`config.mk`:
```
export PLATFORM = sky130hd
export DESIGN_NAME = adam_pwr_seq
export DESIGN_NICKNAME = d
export VERILOG_FILES = /design/src/rtl/adam_pwr_seq_pkg.sv /design/src/rtl/adam_pwr_seq_timer.sv /design/src/rtl/adam_pwr_seq.sv
export SDC_FILE = /design/constraint.sdc
export NUM_CORES = 1
export LEC_CHECK = 0
export BUFFER_PORTS_ARGS = -buffer_cell sky130_fd_sc_hd__buf_2
export CAP_MARGIN = 10
export CORE_UTILIZATION = 35
export CTS_BUF_LIST = sky130_fd_sc_hd__clkbuf_8
export DETAILED_ROUTE_END_ITERATION = 12
export GPL_TIMING_DRIVEN = 0
export PLACE_DENSITY = 0.63
export SLEW_MARGIN = 15
export SYNTH_ARGS = -nofsm -noshare
export SYNTH_HDL_FRONTEND = slang
export SYNTH_SLANG_ARGS = --single-unit
```
`constraint.sdc`:
```
create_clock -name clk -period 5.17 [get_ports clk]
set_input_delay 0.2585 -clock clk [delete_from_list [all_inputs] [get_ports clk]]
set_output_delay 0.2585 -clock clk [all_outputs]
set_load 0.005 [all_outputs]
```
`src/rtl/adam_pwr_seq_pkg.sv`:
```
`default_nettype none
// ============================================================================
// Module      : adam_pwr_seq_pkg
// Description : Shared types for the adam_pwr_seq power/pause sequencer:
//               per-target state encoding, command action encoding, FSM
//               state encoding, and a helper that identifies wait states.
// Revision    : 1.0 - initial release
// ============================================================================
package adam_pwr_seq_pkg;

  typedef enum logic [1:0] {
    TGT_STOPPED = 2'd0,
    TGT_RUNNING = 2'd1,
    TGT_PAUSED  = 2'd2,
    TGT_FAULT   = 2'd3
  } tgt_state_t;

  typedef enum logic [1:0] {
    ACT_NOP    = 2'd0,
    ACT_RESUME = 2'd1,
    ACT_PAUSE  = 2'd2,
    ACT_STOP   = 2'd3
  } cmd_action_t;

  typedef enum logic [2:0] {
    S_IDLE          = 3'd0,
    S_T_SRST_REL    = 3'd1,
    S_T_RESUME_WAIT = 3'd2,
    S_T_PAUSE_WAIT  = 3'd3,
    S_T_SRST_SET    = 3'd4,
    S_G_PAUSE_WAIT  = 3'd5,
    S_G_PAUSED      = 3'd6,
    S_G_RESUME_WAIT = 3'd7
  } fsm_state_t;

  // True for every state that waits on target acknowledges.
  function automatic logic is_wait(input fsm_state_t s);
    return (s == S_T_RESUME_WAIT) || (s == S_T_PAUSE_WAIT) ||
           (s == S_G_PAUSE_WAIT)  || (s == S_G_RESUME_WAIT);
  endfunction

endpackage
`default_nettype wire

```
`src/rtl/adam_pwr_seq_timer.sv`:
```
`default_nettype none
// ============================================================================
// Module      : adam_pwr_seq_timer
// Description : Acknowledge-wait timeout counter. Restarts on i_start, holds
//               at zero while i_clear is high, and flags o_expire during the
//               TIMEOUT_CYCLES-th cycle of a wait.
// Ports       : clk, rst      - clock, synchronous active-high reset
//               i_start       - restart count (entering a wait state)
//               i_clear       - not waiting; counter held at zero
//               o_expire      - wait limit reached this cycle
// Revision    : 1.0 - initial release
// ============================================================================
module adam_pwr_seq_timer #(
  parameter int TIMEOUT_CYCLES = 1024
) (
  input  logic clk,
  input  logic rst,
  input  logic i_start,
  input  logic i_clear,
  output logic o_expire
);

  localparam int            CW     = (TIMEOUT_CYCLES > 1) ? $clog2(TIMEOUT_CYCLES) : 1;
  localparam logic [CW-1:0] C_LAST = CW'(TIMEOUT_CYCLES - 1);

  logic [CW-1:0] cnt_q, cnt_d;

  always_comb begin
    cnt_d = cnt_q;
    if (i_start || i_clear) begin
      cnt_d = '0;
    end else if (cnt_q != C_LAST) begin
      cnt_d = cnt_q + CW'(1);
    end
  end

  always_ff @(posedge clk) begin
    if (rst) begin
      cnt_q <= '0;
    end else begin
      cnt_q <= cnt_d;
    end
  end

  assign o_expire = !i_clear && (cnt_q == C_LAST);

endmodule
`default_nettype wire

```
`src/rtl/adam_pwr_seq.sv`:
```
`default_nettype none
// ============================================================================
// Module      : adam_pwr_seq
// Description : Soft-reset and pause/resume sequencer for NO_TGTS targets
//               using the srst / pause_req / pause_ack handshake. Accepts
//               per-target commands and a global upstream pause request.
//               Optional ack-wait timeout enabled by ADAM_PWR_SEQ_TIMEOUT_EN.
// Ports       : clk, rst                  - clock, sync active-high reset
//               pause_req / pause_ack     - global upstream pause handshake
//               cmd_valid / cmd_ready     - command channel handshake
//               cmd_target, cmd_action    - command payload
//               cmd_err                   - pulse: target index out of range
//               busy                      - sequencer not idle
//               tgt_srst, tgt_pause_req   - per-target controls
//               tgt_pause_ack             - per-target acknowledges
//               tgt_state                 - 2 bits per target state
//               timeout_err               - sticky ack-wait timeout flag
// Revision    : 1.0 - initial release
// ============================================================================
module adam_pwr_seq
  import adam_pwr_seq_pkg::*;
#(
  parameter int NO_TGTS        = 4,
  parameter int IDX_WIDTH      = (NO_TGTS > 1) ? $clog2(NO_TGTS) : 1,
  parameter int TIMEOUT_CYCLES = 1024
) (
  input  logic                   clk,
  input  logic                   rst,
  input  logic                   pause_req,
  output logic                   pause_ack,
  input  logic                   cmd_valid,
  output logic                   cmd_ready,
  input  logic [IDX_WIDTH-1:0]   cmd_target,
  input  logic [1:0]             cmd_action,
  output logic                   cmd_err,
  output logic                   busy,
  output logic [NO_TGTS-1:0]     tgt_srst,
  output logic [NO_TGTS-1:0]     tgt_pause_req,
  input  logic [NO_TGTS-1:0]     tgt_pause_ack,
  output logic [2*NO_TGTS-1:0]   tgt_state,
  output logic                   timeout_err
);

  localparam int SW = 2 * NO_TGTS;

  fsm_state_t         state_q, state_d;
  logic [NO_TGTS-1:0] srst_q, srst_d;
  logic [NO_TGTS-1:0] preq_q, preq_d;
  logic [NO_TGTS-1:0] sel_q, sel_d;     // one-hot target of the active command
  logic [NO_TGTS-1:0] mask_q, mask_d;   // targets owned by the global sequence
  logic [SW-1:0]      tstate_q, tstate_d;
  logic               stop_q, stop_d;   // pause is the first half of a STOP
  logic               pack_q, pack_d;
  logic               cerr_q, cerr_d;
  logic               terr_q, terr_d;

  logic [NO_TGTS-1:0] w_cmd_onehot;
  logic [NO_TGTS-1:0] w_running;
  logic [NO_TGTS-1:0] w_off;
  tgt_state_t         w_cmd_state;
  logic               w_idx_ok;
  logic               w_sel_ack;
  logic               w_expire;

  function automatic logic [SW-1:0] set_state(input logic [SW-1:0]      cur,
                                              input logic [NO_TGTS-1:0] m,
                                              input tgt_state_t         s);
    logic [SW-1:0] r;
    r = cur;
    for (int i = 0; i < NO_TGTS; i++) begin
      if (m[i]) r[2*i +: 2] = s;
    end
    return r;
  endfunction

  // Decode the command target one-hot; an index with no matching target is
  // out of range.
  always_comb begin
    w_cmd_onehot = '0;
    w_running    = '0;
    w_cmd_state  = TGT_STOPPED;
    for (int i = 0; i < NO_TGTS; i++) begin
      w_cmd_onehot[i] = (cmd_target == IDX_WIDTH'(i));
      w_running[i]    = (tstate_q[2*i +: 2] == TGT_RUNNING);
      if (w_cmd_onehot[i]) w_cmd_state = tgt_state_t'(tstate_q[2*i +: 2]);
    end
  end

  assign w_idx_ok  = |w_cmd_onehot;
  assign w_sel_ack = |(tgt_pause_ack & sel_q);

  always_comb begin
    state_d  = state_q;
    srst_d   = srst_q;
    preq_d   = preq_q;
    sel_d    = sel_q;
    mask_d   = mask_q;
    tstate_d = tstate_q;
    stop_d   = stop_q;
    pack_d   = pack_q;
    cerr_d   = 1'b0;
    terr_d   = terr_q;
    w_off    = '0;

    case (state_q)
      S_IDLE: begin
        // The global pause has priority; a concurrent command stays pending.
        if (pause_req) begin
          mask_d  = w_running;
          preq_d  = preq_q | w_running;
          state_d = S_G_PAUSE_WAIT;
        end else if (cmd_valid) begin
          terr_d = 1'b0;
          if (!w_idx_ok) begin
            cerr_d = 1'b1;
          end else begin
            sel_d  = w_cmd_onehot;
            stop_d = 1'b0;
            case (cmd_action_t'(cmd_action))
              ACT_RESUME: begin
                if (w_cmd_state == TGT_PAUSED) begin
                  preq_d  = preq_q & ~w_cmd_onehot;
                  state_d = S_T_RESUME_WAIT;
                end else if (w_cmd_state != TGT_RUNNING) begin
                  srst_d  = srst_q & ~w_cmd_onehot;
                  state_d = S_T_SRST_REL;
                end
              end
              ACT_PAUSE: begin
                if (w_cmd_state == TGT_RUNNING) begin
                  preq_d  = preq_q | w_cmd_onehot;
                  state_d = S_T_PAUSE_WAIT;
                end
              end
              ACT_STOP: begin
                if (w_cmd_state == TGT_RUNNING) begin
                  preq_d  = preq_q | w_cmd_onehot;
                  stop_d  = 1'b1;
                  state_d = S_T_PAUSE_WAIT;
                end else begin
                  state_d = S_T_SRST_SET;
                end
              end
              default: ;
            endcase
          end
        end
      end

      S_T_SRST_REL: begin
        preq_d  = preq_q & ~sel_q;
        state_d = S_T_RESUME_WAIT;
      end

      S_T_RESUME_WAIT: begin
        if (!w_sel_ack) begin
          tstate_d = set_state(tstate_q, sel_q, TGT_RUNNING);
          state_d  = S_IDLE;
        end else if (w_expire) begin
          tstate_d = set_state(tstate_q, sel_q, TGT_FAULT);
          srst_d   = srst_q | sel_q;
          preq_d   = preq_q | sel_q;
          terr_d   = 1'b1;
          state_d  = S_IDLE;
        end
      end

      S_T_PAUSE_WAIT: begin
        if (w_sel_ack) begin
          tstate_d = set_state(tstate_q, sel_q, TGT_PAUSED);
          state_d  = stop_q ? S_T_SRST_SET : S_IDLE;
        end else if (w_expire) begin
          tstate_d = set_state(tstate_q, sel_q, TGT_FAULT);
          srst_d   = srst_q | sel_q;
          preq_d   = preq_q | sel_q;
          terr_d   = 1'b1;
          state_d  = S_IDLE;
        end
      end

      S_T_SRST_SET: begin
        srst_d   = srst_q | sel_q;
        tstate_d = set_state(tstate_q, sel_q, TGT_STOPPED);
        state_d  = S_IDLE;
      end

      S_G_PAUSE_WAIT: begin
        if (!pause_req) begin
          // Upstream gave up before we acknowledged: unwind without pause_ack.
          preq_d  = preq_q & ~mask_q;
          state_d = S_G_RESUME_WAIT;
        end else if ((tgt_pause_ack & mask_q) == mask_q) begin
          tstate_d = set_state(tstate_q, mask_q, TGT_PAUSED);
          pack_d   = 1'b1;
          state_d  = S_G_PAUSED;
        end else if (w_expire) begin
          w_off    = mask_q & ~tgt_pause_ack;
          tstate_d = set_state(set_state(tstate_q, w_off, TGT_FAULT),
                               mask_q & ~w_off, TGT_PAUSED);
          srst_d   = srst_q | w_off;
          mask_d   = mask_q & ~w_off;
          terr_d   = 1'b1;
          pack_d   = 1'b1;
          state_d  = S_G_PAUSED;
        end
      end

      S_G_PAUSED: begin
        if (!pause_req) begin
          pack_d  = 1'b0;
          preq_d  = preq_q & ~mask_q;
          state_d = S_G_RESUME_WAIT;
        end
      end

      S_G_RESUME_WAIT: begin
        if ((tgt_pause_ack & mask_q) == '0) begin
          tstate_d = set_state(tstate_q, mask_q, TGT_RUNNING);
          state_d  = S_IDLE;
        end else if (w_expire) begin
          w_off    = mask_q & tgt_pause_ack;
          tstate_d = set_state(set_state(tstate_q, w_off, TGT_FAULT),
                               mask_q & ~w_off, TGT_RUNNING);
          srst_d   = srst_q | w_off;
          preq_d   = preq_q | w_off;
          terr_d   = 1'b1;
          state_d  = S_IDLE;
        end
      end

      default: state_d = S_IDLE;
    endcase
  end

`ifdef ADAM_PWR_SEQ_TIMEOUT_EN
  logic w_tmr_start;
  logic w_tmr_clear;

  // Restart on every entry into a wait state, including wait-to-wait moves.
  assign w_tmr_start = is_wait(state_d) && (state_d != state_q);
  assign w_tmr_clear = !is_wait(state_q);

  adam_pwr_seq_timer #(
    .TIMEOUT_CYCLES (TIMEOUT_CYCLES)
  ) u_timer (
    .clk      (clk),
    .rst      (rst),
    .i_start  (w_tmr_start),
    .i_clear  (w_tmr_clear),
    .o_expire (w_expire)
  );
`else
  logic w_unused_timeout;
  assign w_unused_timeout = (TIMEOUT_CYCLES > 0);
  assign w_expire         = 1'b0;
`endif

  always_ff @(posedge clk) begin
    if (rst) begin
      state_q  <= S_IDLE;
      srst_q   <= '1;
      preq_q   <= '1;
      sel_q    <= '0;
      mask_q   <= '0;
      tstate_q <= '0;
      stop_q   <= 1'b0;
      pack_q   <= 1'b0;
      cerr_q   <= 1'b0;
      terr_q   <= 1'b0;
    end else begin
      state_q  <= state_d;
      srst_q   <= srst_d;
      preq_q   <= preq_d;
      sel_q    <= sel_d;
      mask_q   <= mask_d;
      tstate_q <= tstate_d;
      stop_q   <= stop_d;
      pack_q   <= pack_d;
      cerr_q   <= cerr_d;
      terr_q   <= terr_d;
    end
  end

  assign cmd_ready     = (state_q == S_IDLE) && !pause_req && !rst;
  assign busy          = (state_q != S_IDLE);
  assign pause_ack     = pack_q;
  assign cmd_err       = cerr_q;
  assign timeout_err   = terr_q;
  assign tgt_srst      = srst_q;
  assign tgt_pause_req = preq_q;
  assign tgt_state     = tstate_q;

endmodule
`default_nettype wire

```
== After elaboration in Yosys (flattened, before gate mapping) ==
Index checks and enable logic that the tools add are counted.

* Flip-flop bits (word level): 30
* Logic and storage cells: 185
* Output and inout port bits: 21

* Reductions and logical operators: 27
* Bitwise operators: 15
* Muxes and demuxes: 68
* Equality and inequality tests: 63

{| class="wikitable"
|+ Operator list
! kind !! number
|-
| 2-bit inequality test (second input constant) || 32
|-
| 2-bit 2-to-1 mux || 24
|-
| 4-bit 2-to-1 mux || 12
|-
| 11-bit AND reduction || 4
|-
| 3-bit 2-to-1 mux || 14
|-
| 8-bit 2-to-1 mux || 5
|-
| 8-bit case mux with 5 select lines || 1
|-
| 4-bit AND || 6
|-
| 3-bit case mux with 8 select lines || 1
|-
| 4-bit case mux with 2 select lines || 2
|-
| 2-bit by 1-bit equality test with 1-bit output (second input constant) || 7
|-
| 7-bit AND reduction || 2
|-
| 3-bit equality test (second input constant) || 4
|-
| 4-bit inequality test (second input constant) || 3
|-
| 4-bit NOT || 3
|-
| 4-bit OR || 3
|-
| 4-bit case mux with 3 select lines || 1
|-
| 4-bit OR reduction || 3
|-
| 2-bit equality test (second input constant) || 5
|-
| 10-bit AND reduction || 1
|-
| 3-bit inequality test (second input constant) || 3
|-
| 3-bit case mux with 3 select lines || 1
|-
| 4-bit AND reduction || 2
|-
| 3-bit by 2-bit equality test with 1-bit output (second input constant) || 2
|-
| other kinds (19) || 32
|}

== Depth between registers and ports, before layout ==
Gate-level depths: netlist of run 1.

* Depth in word-level cells: 13
* Gate-level depth with buffers: 8
* Mapped depth without buffers: 8

== Worst setup path after synthesis of run 1 ==
Ideal clock, no wire load.

* Path type: input port to flip-flop
* From: input cmd_target[0]
* To: register with a tool-made name
* Arrival time: 1.782 ns
* Required time: 5.029 ns
* Setup slack: 3.247 ns
* Stages: 7
* Cells stage by stage: buf_2 > mux4_2 > or2b_1 > nor2_1 > o21ai_1 > o21ai_0 > o211ai_1

{| class="wikitable"
|+ RTL lines
! item !! line !! source
|-
| from (decl) || adam_pwr_seq.sv:33 || <nowiki>input logic [IDX_WIDTH-1:0] cmd_target,</nowiki>
|}

== Worst setup path in the final report of run 1 ==
* From: register state_q[2]
* To: register srst_q[3], in the netlist tgt_srst[3]

* Longest elaborated chain between the ends: 3
* Elaborated cells on any way between the ends: 11
* Those cells by class: 7 x eq/ne; 1 x mux; 3 x reduce/logical

{| class="wikitable"
|+ RTL lines
! item !! line !! source
|-
| from (decl) || adam_pwr_seq.sv:46 || <nowiki>fsm_state_t state_q, state_d;</nowiki>
|-
| from (signal assigned) || adam_pwr_seq.sv:271 || <nowiki>state_q <= state_d;</nowiki>
|-
| 3-bit logical NOT or 3-bit equality test (tied branches) || adam_pwr_seq.sv:105 || <nowiki>case (state_q)</nowiki>
|-
| 2-bit by 1-bit inequality test with 1-bit output (no line) (tied with other cells) || n/a ||
|-
| 7-bit AND reduction (no line) || n/a ||
|-
| to (signal assigned) || adam_pwr_seq.sv:272 || <nowiki>srst_q <= srst_d;</nowiki>
|-
| to (decl) || adam_pwr_seq.sv:47 || <nowiki>logic [NO_TGTS-1:0] srst_q, srst_d;</nowiki>
|}

Several ways; a longest one is shown, not always the timed one.
A chain may end at the register's enable or synchronous reset.

==> results by group, run 1 <==
Status
  • Status: finished, final reports clean

GRT
  • Met1 Use GR: 28.6%
  • Met2 Use GR: between 30% and 40%
  • Gr busiest metal: met2
  • Global-route wire length before repair: 8450 um
  • GRT Overall Usage: 20.2%
  • Grt total ovfl: 0
  • Largest net degree at the start of global routing: 11
  • Global routing usage on met3: under 10%
  • Number of global-route vias before repair: 1,665
  • Initial antenna violation count: 0

Die
  • Core area: 5170 sq um
  • Die Y-Extent: about 76 um
  • Num ports: 33
  • Width of the die: 75.6 um
  • Starting Density: 36.7%
  • DIE AREA: 5720 sq um
  • Cell Rows: 26

Worst hold path
  • Hold depth: 2
  • Hold EP: tgt_srst[3]
  • Beginning of the worst hold path: cmd_target[1]
  • Hold Crit Class: in2reg

Timing
  • Setup repair after global routing missed its margin: false
  • Slew Limit Headroom: 50.4%
  • Fin crit period: approximately 2.3 ns
  • Final count of negative-setup-slack endpoints: 0
  • Final Skew: 0.00442 ns
  • Final-layout worst hold slack: ~0.23 ns
  • Slew of the pin with the lowest slew margin: 0.733 ns
  • Fin. Hold Viols: 0
  • F_max: 429 MHz
  • Pins over their slew limit: 0
  • Final-layout setup total negative slack: 0 ns
  • Final clock period utilization by the worst path: 45.1%

Clock tree
  • Number of hold buffers added after cts: 0
  • Count of H-tree levels built during CTS: 2
  • Post-CTS setup buffer count: 0
  • Clock latency reported for the late side of the worst-skew pair: about 0.28 ns
  • Total CTS buffers: 5
  • CTS tree: built
  • Number of buffers on the longest clock path: 2
  • Number of sinks handled by clock tree synthesis: 30
  • Post-cts sizing count: 0
  • Cell chosen for the clock root: clkbuf_8
  • Clk slew on worst S/H paths: 0.06 ns

Worst setup path
  • Peak per-stage delay on the critical path: around 0.7 ns
  • Buffers and inverters on the worst path: 1
  • Cell type group with the largest total delay on the critical path: simple AND/OR/NAND/NOR gates
  • Depth of the worst register-to-register path: 6
  • Worst setup SP type: flip-flop
  • Type of element capturing the critical path: flip-flop
  • Critical-path cell list: clkbuf_2 > or3_1 > nor2_2 > nand2_2 > nor4b_1 > a31oi_1
  • Largest fanout on the critical path: 9
  • Worst reg2reg startpoint: state_q[2]
  • Endpoint of the worst register-to-register path: tgt_srst[3]
  • Highest-delay cell along the critical path: nor4b_1
  • Reg2Reg Setup Slack: about 2.8 ns
  • Arrival time worst endpoint: 2.47 ns
  • Type of the worst setup path: reg2reg
  • Required time of the critical path: 5.31 ns

Layout
  • Final net count: between 200 and 300
  • Number of fill cells in the layout: 553
  • Diode insertion count for antenna repair: 0
  • Sequential cell area: about 600 sq um
  • P&R area growth vs syn: 16.5%
  • Area used by multi-input combinational logic: ~1200 sq um
  • Fraction of layout instances using a drive strength above 1: 18.2%

Power
  • Share of total power in combinational logic: about 52%
  • Cell leakage power: around 0.85 nW
  • Switch Pwr: 0.000472 W
  • Sequential share of power: 30.8%
  • Worst vdd ir: 205 uV
  • Share of total power in the clock network: 17.0%
  • Ratio of total power to cell area: 495 nW/um^2
  • Switching part of the total power: 43.1%
  • Internal power: 0.000623 W

Synth
  • Top cell type by total area after synthesis: dfxtp_1
  • Count of yosys warnings during synthesis: 0
  • Mean instance size in the synthesized netlist: a little under 8 sq um
  • Post-synthesis sequential area ratio: between 30% and 40%
  • Distinct cell type count of the synthesized netlist: just over 50
  • Top cells by count, synth: nor2_1, dfxtp_1, a21oi_1
  • Number of enable-type register cells in the synthesized netlist: 0
  • Cell count after synthesis: 239
  • Cell area after synthesis: ~1900 sq um
  • Biggest area contributors in the synthesized netlist: dfxtp_1, mux2i_1, nor2_1, a21oi_1, nand2_1
  • Post-synthesis async set-or-reset flop share: 0%
  • Most frequent cell after synthesis: nor2_1
  • Top_reg_cell synth: dfxtp_1
  • Synthesized flop and latch total: 30
  • Area share of the largest cell type after synthesis: 31.6%

Drt
  • Average via count per standard cell: 5.60
  • Final routed wire length divided by cell count: between 15 and 20 um
  • Number of nets with antenna violations after detailed routing: 0
  • First drt pass iteration count: 4
  • Detailed router's first-iteration violation count: approximately 190
  • Aggregate routed wire length: 5260 um
  • Vias after detailed routing: 1,927
  • Post-route DRC violation count: 0

Placement
  • Final Wtd Congestion: about 0.84
  • Count of buffers inserted at the top-level ports: 28
  • DP HPWL: 4030 um

Flow run
  • Count of max-cap constraint violations: 0
cells in the final DEF, fill, tap and decap left out, types with 7 or more instances in the layout:
master and n:
nor3_1 12, buf_2 31, dfxtp_1 30, nand2_1 20, a21oi_1 23, o21ai_0 7
mux2i_1 15, nor2b_1 7, inv_1 7, nor2_1 31, nand2b_1 8
final cells by class:
cell class	instances	area share (%)
Inverter	8	1.36
Buffer	12	2.77
Clock buffer	6	3.73
Timing Repair Buffer	28	6.33
Tap cell	70	3.96
Multi-Input combinational cell	190	54.7
Sequential cell	30	27.1
cells by family after synthesis:
kind of cell	count (synthesis)	synth area share, %
multiplexers	18	10.9
buffers and inverters	20	4.81
other	1	0.198
AO/OA/AOI/OAI	68	24.8
flip-flops	30	31.6
adder cells (fa/ha/maj)	3	1.98
AND/OR/NAND/NOR	99	25.7
how the worst max path moves through the flow:
stage / cells past startpoint / end / from
floorplan: 7 / flip-flop / cmd_target[0]
global placement: 6 / tgt_srst[3] / state_q[2]
detailed placement: 6 / tgt_srst[3] / state_q[2]
CTS: 6 / tgt_srst[3] / state_q[2]
global route: 6 / tgt_srst[3] / state_q[2]
finish: 6 / tgt_srst[3] / state_q[2]
power by group through the flow:
stage	clock (W)	combinational, W	sequential (W)
floorplan	0	0.000423	0.000330
finish	0.000186	0.000572	0.000337
global route	0.000201	0.000632	0.000347
global placement	0	0.000560	0.000343
CTS	0.000189	0.000568	0.000338
detailed placement	0	0.000565	0.000342
layer usage:
| metal | vias up | share of wire, % |
|---|---|---|
| li1 | 943 | - |
| met1 | 914 | 48 |
| met2 | 61 | 45 |
| met3 | 9 | 5.3 |
| met4 | 0 | 1.5 |
| met5 | - | 0 |
stage by stage:
| step | std cells | setup slack (ns) | total power [W] | utilization, % | instance area, sq um |
|---|---|---|---|---|---|
| floorplan | 240 | 3.25 | 0.000753 | - | 1900 |
| global placement | 338 | 2.88 | 0.000903 | 41.2 | 2130 |
| detailed placement | 338 | 2.86 | 0.000907 | 41.2 | 2130 |
| CTS | 344 | 2.85 | 0.00110 | 42.8 | 2210 |
| global route | 344 | 2.68 | 0.00118 | 42.8 | 2210 |
| finish | 344 | 2.84 | 0.00110 | 42.8 | 2210 |
No activity file was read; power rests on OpenSTA's default activity.
==> run 2, diff against run 1 <==
--- a/config.mk
+++ b/config.mk
@@ -11,7 +11,7 @@
 export CTS_BUF_LIST = sky130_fd_sc_hd__clkbuf_8
 export DETAILED_ROUTE_END_ITERATION = 12
 export GPL_TIMING_DRIVEN = 0
-export PLACE_DENSITY = 0.63
+export PLACE_DENSITY = 0.65
 export SLEW_MARGIN = 15
 export SYNTH_ARGS = -nofsm -noshare
 export SYNTH_HDL_FRONTEND = slang
==> constraint.sdc (replaced) <==
create_clock -name clk -period 2 [get_ports clk]
set_input_delay 0.1 -clock clk [delete_from_list [all_inputs] [get_ports clk]]
set_output_delay 0.1 -clock clk [all_outputs]
set_load 0.005 [all_outputs]
==> run 2 against run 1 <==
  * Global-route usage decreased by 0.13 points
  * Clock power increased to 3.4 times the previous value
  * Sequential cell count unchanged
  * Worst hold slack got worse by 0.17 ns
  * Final area increased by 8.5%
  * Fmax increased by 21%
  * Worst setup slack got worse by 2.8 ns
  * Total power increased to 3.0 times the previous value
  * Non-clock buffer count increased by 4
==> results by group, run 2 (synthesis results as in run 1) <==
Status
  • Status: finished, final reports clean (unchanged)

Timing
  • Fin. Hold Viols: 0 (unchanged)
  • Slew of the pin with the lowest slew margin: 0.565 ns (was 0.733 ns)
  • F_max: 520 MHz (was 429 MHz)
  • Final clock period utilization by the worst path: 96.1% (was 45.1%)
  • Final-layout worst hold slack: 0.0656 ns (was 0.231 ns)
  • Pins over their slew limit: 0 (unchanged)
  • Fin crit period: 1.92 ns (was 2.33 ns)
  • Slew Limit Headroom: 62.4% (was 50.4%)
  • Fin worst setup slack: 0.0780 ns (was 2.84 ns)
  • Final count of negative-setup-slack endpoints: 0 (unchanged)
  • Setup repair after global routing missed its margin: true (was false)
  • Final Skew: 0.00341 ns (was 0.00442 ns)

Layout
  • Share of the core filled with cells in the final layout: 46.4% (was 42.8%)
  • Filler-free cell count of the finished design: 349 (was 344)
  • Fraction of layout instances using a drive strength above 1: 26.2% (was 18.2%)
  • Diode insertion count for antenna repair: 0 (unchanged)
  • Final instance area: 2400 sq um (was 2210 sq um)
  • Sequential cell area: 603 sq um (was 601 sq um)
  • Area used by multi-input combinational logic: 1320 sq um (was 1210 sq um)
  • P&R area growth vs syn: 26.4% (was 16.5%)
  • Number of fill cells in the layout: 504 (was 553)
  • Final net count: 294 (was 290)
  • Most frequent cells in the layout: buf_2, nor2_1, dfxtp_1, a21oi_1, nand2_1 (unchanged)

Die
  • Cell Rows: 26 (unchanged)
  • Width of the die: 75.6 um (unchanged)
  • Num ports: 33 (unchanged)
  • Starting Density: 36.7% (unchanged)
  • Core area: 5170 sq um (unchanged)
  • Die Y-Extent: 75.6 um (unchanged)
  • DIE AREA: 5720 sq um (unchanged)

GRT
  • Largest net degree at the start of global routing: 11 (unchanged)
  • GRT Overall Usage: 20.0% (was 20.2%)
  • Grt total ovfl: 0 (unchanged)
  • Global-route wire length before repair: 8470 um (was 8450 um)
  • Number of global-route vias before repair: 1,729 (was 1,665)
  • Initial antenna violation count: 0 (unchanged)

Placement
  • Final Wtd Congestion: 0.847 (was 0.838)
  • Area after detailed placement: 2130 sq um (unchanged)
  • Count of buffers inserted at the top-level ports: 28 (unchanged)
  • Cell count after placement: 338 (unchanged)
  • DP HPWL: 3960 um (was 4030 um)
  • Worst Setup Slack post-DPL: -0.363 ns (was 2.86 ns)

Power
  • Cell leakage power: 0.918 nW (was 0.845 nW)
  • Ratio of total power to cell area: 1370 nW/um^2 (was 495 nW/um^2)
  • Worst vdd ir: 691 uV (was 205 uV)

Worst setup path
  • Worst reg2reg startpoint: tgt_state[3] (was state_q[2])
  • Type of element capturing the critical path: flip-flop (unchanged)
  • Worst setup SP type: flip-flop (unchanged)
  • Arrival time worst endpoint: 2.05 ns (was 2.47 ns)
  • Required time of the critical path: 2.13 ns (was 5.31 ns)
  • Type of the worst setup path: reg2reg (unchanged)
  • Largest fanout on the critical path: 8 (was 9)
  • CP Launch Point: tgt_state[3] (was state_q[2])

Drt
  • First drt pass iteration count: 4 (unchanged)
  • Average via count per standard cell: 5.71 (was 5.60)
  • Detailed router's first-iteration violation count: 179 (was 194)
  • Post-route DRC violation count: 0 (unchanged)
  • Final routed wire length divided by cell count: 15.8 um (was 15.3 um)
  • Aggregate routed wire length: 5500 um (was 5260 um)
  • Vias after detailed routing: 1,994 (was 1,927)
  • Number of nets with antenna violations after detailed routing: 0 (unchanged)

Clock tree
  • Number of sinks handled by clock tree synthesis: 30 (unchanged)
  • Total CTS buffers: 5 (unchanged)
  • CTS tree: built (unchanged)
  • Clock latency reported for the late side of the worst-skew pair: 0.28 ns (about the same)
  • Count of H-tree levels built during CTS: 2 (unchanged)
  • Number of buffers on the longest clock path: 2 (unchanged)
  • Cell chosen for the clock root: clkbuf_8 (unchanged)
  • Clk slew on worst S/H paths: 0.07 ns (was 0.06 ns)
  • Number of hold buffers added after cts: 0 (unchanged)

Flow run
  • Count of max-cap constraint violations: 0 (unchanged)

Worst hold path
  • Beginning of the worst hold path: cmd_target[1] (unchanged)
  • Hold Crit Class: in2reg (unchanged)
run 2: cell types whose count changed in the layout (fill, tap and decap cells not counted), sizes merged:
cell,delta
clkbuf,-1
buf,+5
bufinv,+1
run 2: layout make-up:
type	count	area share (%)
tap	70	3.65
buffer	12	3.08
clock buffer	6	3.44
multi-input combinational	190	55.1
sequential	30	25.1
clock inverter	1	1.25
inverter	8	1.25
timing repair buffer	32	7.09
run 2: timing repair:
item,4_1_cts,5_1_grt
endpoints found under the setup margin,18,15
resized for setup,13,19
pin swaps,0,4
buffers inserted,0,4
run 2: power breakdown:
group	internal (W)	leakage, nW	switching (W)
sequential	0.000737	0.246	0.000143
combinational	0.000759	0.616	0.00101
clock	0.000398	0.0573	0.000237
run 2: path summary, 6_finish.rpt:
| path | to | slack [ns] | cells past startpoint |
|---|---|---|---|
| hold reg to reg | tgt_state[7] | 0.50 | 2 |
| setup / recovery | flip-flop | 0.08 | 6 |
| hold / removal | tgt_srst[3] | 0.07 | 2 |
| setup reg to reg | flip-flop | 0.08 | 6 |
run 2: worst max-delay path: stages, from the launching register on:
cell and delay [ns]:
dfxtp_1 0.34, mux4_2 0.51, nand2b_4 0.20, o31ai_2 0.26
o21ai_2 0.15, o21ai_0 0.19, o211ai_1 0.11
run 2: through the flow:
| stage | setup TNS [ns] | power, W |
|---|---|---|
| 6_report | 0 | 0.00328 |
| 5_1_grt | -0.00212 | 0.00348 |
| 4_1_cts | -0.00290 | 0.00307 |
| 3_5_place_dp | -3.25 | 0.00234 |
| 3_3_place_gp | -2.93 | 0.00233 |
| 2_1_floorplan | 0 | 0.00195 |
run 2: routing by layer:
layer  routed length [um]  global-route usage, %  vias up
li1                     -                      -      951
met1                 2540                   28.6      957
met2                 2500                   30.9       77
met3                  390                   3.57        9
met4                   66                   5.97        0
met5                    0                      0        -
